[config.mk]
export PLATFORM = sky130hd
export DESIGN_NAME = mem_port_arbiter
export DESIGN_NICKNAME = d
export VERILOG_FILES = /design/src/rtl/mem_port_arbiter.sv
export SDC_FILE = /design/constraint.sdc
export NUM_CORES = 1
export LEC_CHECK = 0
export ABC_AREA = 1
export CAP_MARGIN = 20
export CORE_AREA = 4 4 282 284
export CTS_CLUSTER_SIZE = 28
export DETAILED_ROUTE_END_ITERATION = 12
export DIE_AREA = 0 0 286 288
export PLACE_DENSITY = 0.31
export SLEW_MARGIN = 40
export SYNTH_ARGS = -nofsm -noshare
export SYNTH_HDL_FRONTEND = slang
export SYNTH_SLANG_ARGS = --single-unit
[constraint.sdc]
create_clock -name clock -period 1.6 [get_ports clock]
set_clock_uncertainty 0.2 [all_clocks]
set_input_delay 0.16 -clock clock [delete_from_list [all_inputs] [get_ports clock]]
set_output_delay 0.16 -clock clock [all_outputs]
set_load 0.02 [all_outputs]
[src/rtl/mem_port_arbiter.sv]
// Shares one single-ported 64-bit SRAM between the instruction and data ports.
// Optional performance counters are built only when MEM_ARB_PERF_EN is defined.
module mem_port_arbiter #(
    parameter int BURST_MAX = 4,
    parameter int ADDR_W    = 64
) (
    input  logic              clock,
    input  logic              reset,

    input  logic              i_req,
    input  logic [7:0]        i_we,
    input  logic [ADDR_W-1:0] i_addr,
    input  logic [63:0]       i_wdata,
    output logic              i_gnt,
    output logic              i_rvalid,
    output logic [63:0]       i_rdata,

    input  logic              d_req,
    input  logic [7:0]        d_we,
    input  logic [ADDR_W-1:0] d_addr,
    input  logic [63:0]       d_wdata,
    output logic              d_gnt,
    output logic              d_rvalid,
    output logic [63:0]       d_rdata,

    output logic              mem_en,
    output logic [7:0]        mem_we,
    output logic [ADDR_W-1:0] mem_addr,
    output logic [63:0]       mem_wdata,
    input  logic [63:0]       mem_rdata,

    output logic              stallreq,
    output logic [63:0]       perf_conflict_cnt,
    output logic [63:0]       perf_i_wait_cnt,
    output logic [1:0]        owner_state
);

    // Handshake: a port raises req with we/addr/wdata and holds them stable
    // until it sees gnt in the same cycle; rvalid follows exactly one cycle
    // after gnt (read data or write acknowledge) and needs no ready.

    typedef enum logic [1:0] {
        OWN_NONE = 2'd0,
        OWN_INST = 2'd1,
        OWN_DATA = 2'd2
    } owner_t;

    localparam logic [3:0] BURST_LIM = 4'(BURST_MAX);

    owner_t     owner_q;
    logic [3:0] burst_q;
    logic       burst_full;

    assign burst_full = (burst_q == BURST_LIM);

    always_comb begin
        d_gnt = 1'b0;
        i_gnt = 1'b0;
        if (!reset) begin
            d_gnt = d_req & ~(i_req & burst_full);
            i_gnt = i_req & ~d_gnt;
        end
    end

    always_comb begin
        mem_we    = '0;
        mem_addr  = '0;
        mem_wdata = '0;
        if (d_gnt) begin
            mem_we    = d_we;
            mem_addr  = d_addr;
            mem_wdata = d_wdata;
        end else if (i_gnt) begin
            mem_we    = i_we;
            mem_addr  = i_addr;
            mem_wdata = i_wdata;
        end
    end

    assign mem_en   = i_gnt | d_gnt;
    assign stallreq = ~reset & ((i_req & ~i_gnt) | (d_req & ~d_gnt));

    // Owner tracks who gets the returning word; burst bounds instruction starvation.
    always_ff @(posedge clock) begin
        if (reset) begin
            owner_q <= OWN_NONE;
            burst_q <= 4'd0;
        end else begin
            if (d_gnt)      owner_q <= OWN_DATA;
            else if (i_gnt) owner_q <= OWN_INST;
            else            owner_q <= OWN_NONE;

            if (!i_req || i_gnt)
                burst_q <= 4'd0;
            else if (d_gnt && !burst_full)
                burst_q <= burst_q + 4'd1;
        end
    end

    // Gating with reset drops a response that was in flight when reset arrived.
    assign i_rvalid    = ~reset & (owner_q == OWN_INST);
    assign d_rvalid    = ~reset & (owner_q == OWN_DATA);
    assign i_rdata     = mem_rdata;
    assign d_rdata     = mem_rdata;
    assign owner_state = owner_q;

`ifdef MEM_ARB_PERF_EN
    logic [63:0] conflict_q;
    logic [63:0] i_wait_q;

    always_ff @(posedge clock) begin
        if (reset) begin
            conflict_q <= 64'd0;
            i_wait_q   <= 64'd0;
        end else begin
            if (i_req && d_req)  conflict_q <= conflict_q + 64'd1;
            if (i_req && !i_gnt) i_wait_q   <= i_wait_q + 64'd1;
        end
    end

    assign perf_conflict_cnt = conflict_q;
    assign perf_i_wait_cnt   = i_wait_q;
`else
    assign perf_conflict_cnt = 64'd0;
    assign perf_i_wait_cnt   = 64'd0;
`endif

endmodule

==> metrics.md <==
| Metric | Value |
|---|---|
| Min Clock Period, post-route | 2340 ps |
| Synth area leaders | buf_4 51%, nand2_1 39%, dfxtp_1 3.0% |
| Final Cell Area | 10700 um^2 |
| Fill cell count | 8932 |
| DRT Pass-1 Iters | 4 |
| Layout cell share with drive strength beyond 1 | 0.457 |
| Starting density of the core | 0.0514 |
| Worst-path cell chain | inv_2, ha_4, nand4_1, nand2_2, nor2_4, buf_4, buf_8, buf_16, buf_12, nand2_2, nand2_2, buf_6 |
| Period utilization | 1.46 |
| Max-slew violation count | 0 |
| VDD IR max | 0.000231 V |
| Vias in the first global route | 5355 |
| Via-to-Cell Ratio | 2.49 |
| R2R Path End | burst_q[2]$_SDFFE_PP0P_ |
| # hold bufs at CTS | 0 |
| Most frequent cells in the layout | 274 x clkdlybuf4s50_1, 168 x nand2_1, 135 x nand2_2, 128 x conb_1, 119 x buf_6 |
| Hold_ws | 120 ps |
| Final WL | 28200 um |
| Largest net degree at the start of global routing | 25 |
| Register-to-Register Path Depth | 9 |
| RSZ-0062 raised after global routing | yes |
| PwrDens | 316 nW/um^2 |
| Initial DRC Count | 99 |
| GRT Total Usage | 0.0567 |
| Clock Tree Buf Depth | 2 |
| CTS tree | built |
| Clk_lat worst skew | 230 ps |
| Min-Delay Path Class | in -> out |
| Hold Crit Depth | 0 |
| Area delta synth->final | 171% |
| Max stage delay on crit path | 330 ps |
| Syn Inst Count | 739 |
| Post-synth top area share | 0.512 |
| Final Hold Vio Count | 0 |
| F_max | 428 MHz |
| Post-route ant nets | 0 |
| Worst endpoint required time | 1240 ps |
| Overflow after GRT | 0 |
| Core ar. | 77100 um^2 |
| Failing checks | negative setup slack |
| Antenna violations before repair | 2 |
| Post-synth cell types | 20 |
| Worst Path Buf+Inv | 6 |
| Reg clk slew, reported paths | 30 ps |
| Synth warn | 0 |
| Status | finished, violations left |
| #FFs+latches synth | 6 |
| FF-to-FF Start | burst_q[1]$_SDFFE_PP0P_ |
| Hpwl dp | 22000 um |
| Multi-input combinational cell area | 3350 um^2 |
| Final worst slack | -735 ps |
| Critical path capture point type | primary output |
| Die area | 82400 um^2 |
| Main synth FF type | dfxtp_1 |
| Maxcap violations | 0 |
| Critical Path Fanout Max | 5 |
| Crit start category | register |
| Worst setup path category | reg -> out |
| DRC viols | 0 |
| Number of flops mapped to enable cells by yosys | 0 |
| P_leak | 5.08 nW |
| Final nets | 1458 |
| Inst Count DP | 2099 |
| Diode count | 0 |
| Syn_area_per_cell | 5.36 um^2 |
| CP top delay family | buffers and inverters |
| Clk root buf | clkbuf_16 |
| Via count | 5359 |
| Port bufs | 419 |
| Cell Count, Final, Fillers Out | 2154 |
| Post-synth top area cell | buf_4 |
| Final Power | 3.39 mW |
| Setup TNS | -82960 ps |
| Placer Congestion | 0.792 |
| Sequential area share after synthesis | 0.0303 |
| CP most frequent cell | nand2_2 |
| Commonest non-fill, non-tap cell in the layout | clkdlybuf4s50_1 |
| Die Y | 288 um |
| Placed cell areas | 9290 um^2 |
| Slowest-stage cell, CP | dfxtp_2 |
| Setup-failing EPs final | 140 |
| Die Width | 286 um |
| R2r setup slk | -160 ps |
| Async S/R FF share, synth | 0 |
| Num ports | 740 |
| First-pass GRT wire length | 35300 um |
| WHS Endpoint | d_rdata[14] |
| Hold wc startpoint | mem_rdata[14] |
| Row count | 102 |
| Arr. time, crit path | 1980 ps |
| H-tree levels | 1 |
| Storage cell area | 123 um^2 |
| Average wire per standard cell | 13.1 um |
| CTS Buf Count | 3 |
| # clock sinks | 6 |
| Post-synthesis cell area | 3960 um^2 |
==> layer usage <==
metal | vias to the layer above | routed length (um) | global-route usage
li1 | 2562 | - | -
met1 | 2359 | 10400 | 0.0615
met2 | 377 | 14100 | 0.104
met3 | 61 | 2830 | 0.0191
met4 | 0 | 858 | 0.0184
met5 | - | 0 | 0
==> Yosys cell counts, types with 2 or more instances <==
| library cell | n |
|---|---|
| a21oi_1 | 2 |
| buf_2 | 14 |
| nor2_1 | 6 |
| inv_1 | 11 |
| buf_4 | 270 |
| nand2_1 | 413 |
| dfxtp_1 | 6 |
| ha_1 | 2 |
| nand4_1 | 4 |
==> per-stage QoR <==
stage | setup slack (ps) | util
after floorplan | -169 | -
after global placement | -1090 | 0.120
after detailed placement | -1100 | 0.120
after CTS | -768 | 0.129
after global routing | -820 | 0.139
final | -735 | 0.139
==> power breakdown <==
| group | switching (mW) | total [mW] | internal [mW] |
|---|---|---|---|
| logic | 1.36 | 2.82 | 1.46 |
| registers | 0.00325 | 0.159 | 0.156 |
| clock network | 0.0855 | 0.406 | 0.321 |
| total | 1.45 | 3.39 | 1.94 |
==> flip-flops by register name (all words and copies together), names as in the netlist <==
| signal | count |
|---|---|
| burst_q | 4 |
| owner_state | 2 |
==> worst max-delay path by stage <==
stage,from,depth (start not counted),end,slack (ps)
3_3_place_gp,i_req,10,mem_wdata[43],-1090
2_1_floorplan,burst_q[1]$_SDFFE_PP0P_,10,mem_addr[53],-170
4_1_cts,burst_q[1]$_SDFFE_PP0P_,11,mem_wdata[14],-770
6_report,burst_q[1]$_SDFFE_PP0P_,12,mem_wdata[1],-740
5_1_grt,burst_q[1]$_SDFFE_PP0P_,12,mem_wdata[1],-820
3_5_place_dp,i_req,10,mem_wdata[43],-1100
==> timing repair <==
| item | in CTS | in global routing |
|---|---|---|
| endpoints found under the setup margin | 144 | 146 |
| buffers inserted | 17 | 27 |
| gates cloned | 5 | 7 |
| pin swaps | 8 | 27 |
| gates resized for setup | 605 | 287 |
==> cell type report <==
cell class,count,share of cell area
multi-input cells,562,0.312
repair buffers,531,0.543
inverters,12,0.00536
well taps,1040,0.121
flip-flops and latches,6,0.0114
clock buffers,3,0.00699
==> cells by family after synthesis <==
logic type | count (synthesis) | synth area share
xor+xnor | 1 | 0.00221
other cells | 1 | 0.000947
compound gates | 4 | 0.00601
buf+inv | 298 | 0.545
flops | 6 | 0.0303
simple gates | 427 | 0.409
fa+ha+maj | 2 | 0.00632
Note: power is estimated with default switching activity, not from simulation.
==> RTL edit (config.mk and constraints unchanged) <==
The parameter `ADDR_W` goes from 64 to 96.
--- a/src/rtl/mem_port_arbiter.sv
+++ b/src/rtl/mem_port_arbiter.sv
@@ -2,7 +2,7 @@
 // Optional performance counters are built only when MEM_ARB_PERF_EN is defined.
 module mem_port_arbiter #(
     parameter int BURST_MAX = 4,
-    parameter int ADDR_W    = 64
+    parameter int ADDR_W    = 96
 ) (
     input  logic              clock,
     input  logic              reset,
Interface: changed (resized d_addr, i_addr and mem_addr); port bits go from 740 to 836. No check against the original RTL was run, so the function may have changed too.
==> RTL edit against the unedited design <==
The run still ends with negative setup slack left; critical path type unchanged; final area grew 20%; sequential power barely moved; synthesized area increased by 11%; routed wire length up 36%; power rose by 23%; sequential cell count is the same; highest routed layer unchanged; non-clock buffer count grew 122; core utilization up 2.7 points; maximum frequency down 2.5%; setup slack worse by 59 ps; synthesized cell count increased by 14%.
==> RTL edit: results <==
set metrics [dict create \
    sh_seq_area_pct 0.9543 \
    setup_ws_ps -794.6 \
    wl_met3_um 5604 \
    clk_share_pct 0.5843 \
    cts_setup_buffers 27 \
    nNetsFinal 1740 \
    p_int_w 0.002363 \
    wl_met2_um 17470 \
    grtUsageMet2_pct 12.55 \
    synthDistinctLibCells 21 \
    met1Wirelength_um 13980 \
    drtIter0Drc 122 \
    final_cells 2375 \
    dp_cells 2282 \
    pwr-share-clk_pct 9.7 \
    postCtsResizedCells 639 \
    buffer_area_share_pct 57.73 \
    synth_area_leaders "buf_4, nand2_1, buf_6" \
    violations "negative setup slack" \
    finalSetupViolations 174 \
    arrival_ps 2030 \
    diodes 3 \
    comb-power_w 0.00359 \
    place_worst_setup_slack_ps -1123 \
    multi_input_gates 658 \
    via_per_inst 2.742 \
    final.setup.tns_ps -114230 \
    critPathMaxFanout 8 \
    met3_usage_pct 4.489 \
    multi_input_area_um2 3867 \
    wl_per_cell_um 16.12 \
    synthXorXnorAreaFrac_pct 0.1997 \
    grt_pass1_vias 6574 \
    fillers 8840 \
    leakagePower_nw 6.073 \
    status "finished with violations" \
    grt_usage_pct 7.580 \
    syn_inst 842 \
    dpl.hpwl_um 29720 \
    synth_fa_ha_area_share_pct 0.5706 \
]
==> RTL edit: through the flow <==
step	total power (W)	hold slack, ps	utilization (%)	instance area (um2)
floorplan	0.001952	95.51	-	5301
global placement	0.003071	120.2	13.28	10230
detailed placement	0.003045	120.2	13.28	10230
CTS	0.003631	120.2	14.24	10980
global route	0.004399	120.1	16.66	12840
finish	0.004153	120.0	16.67	12850
==> RTL edit: final timing paths <==
kind / end / slack [ps] / depth (start not counted)
max: mem_addr[27] / -790 / 13
min: i_rdata[22] / 120 / 0
max reg2reg: burst_q[2]$_SDFFE_PP0P_ / -40 / 9
min reg2reg: burst_q[3]$_SDFFE_PP0P_ / 410 / 3
==> RTL edit: worst max-delay path, cell delays in order (launching register included) <==
cell,delay [ps]
dfxtp_2,330
inv_2,50
ha_4,150
nand4_1,90
nand2_2,110
nand2_4,130
clkinv_8,110
buf_16,190
buf_12,150
buf_12,130
buf_6,110
nand2_2,50
nand2_2,50
buf_6,120
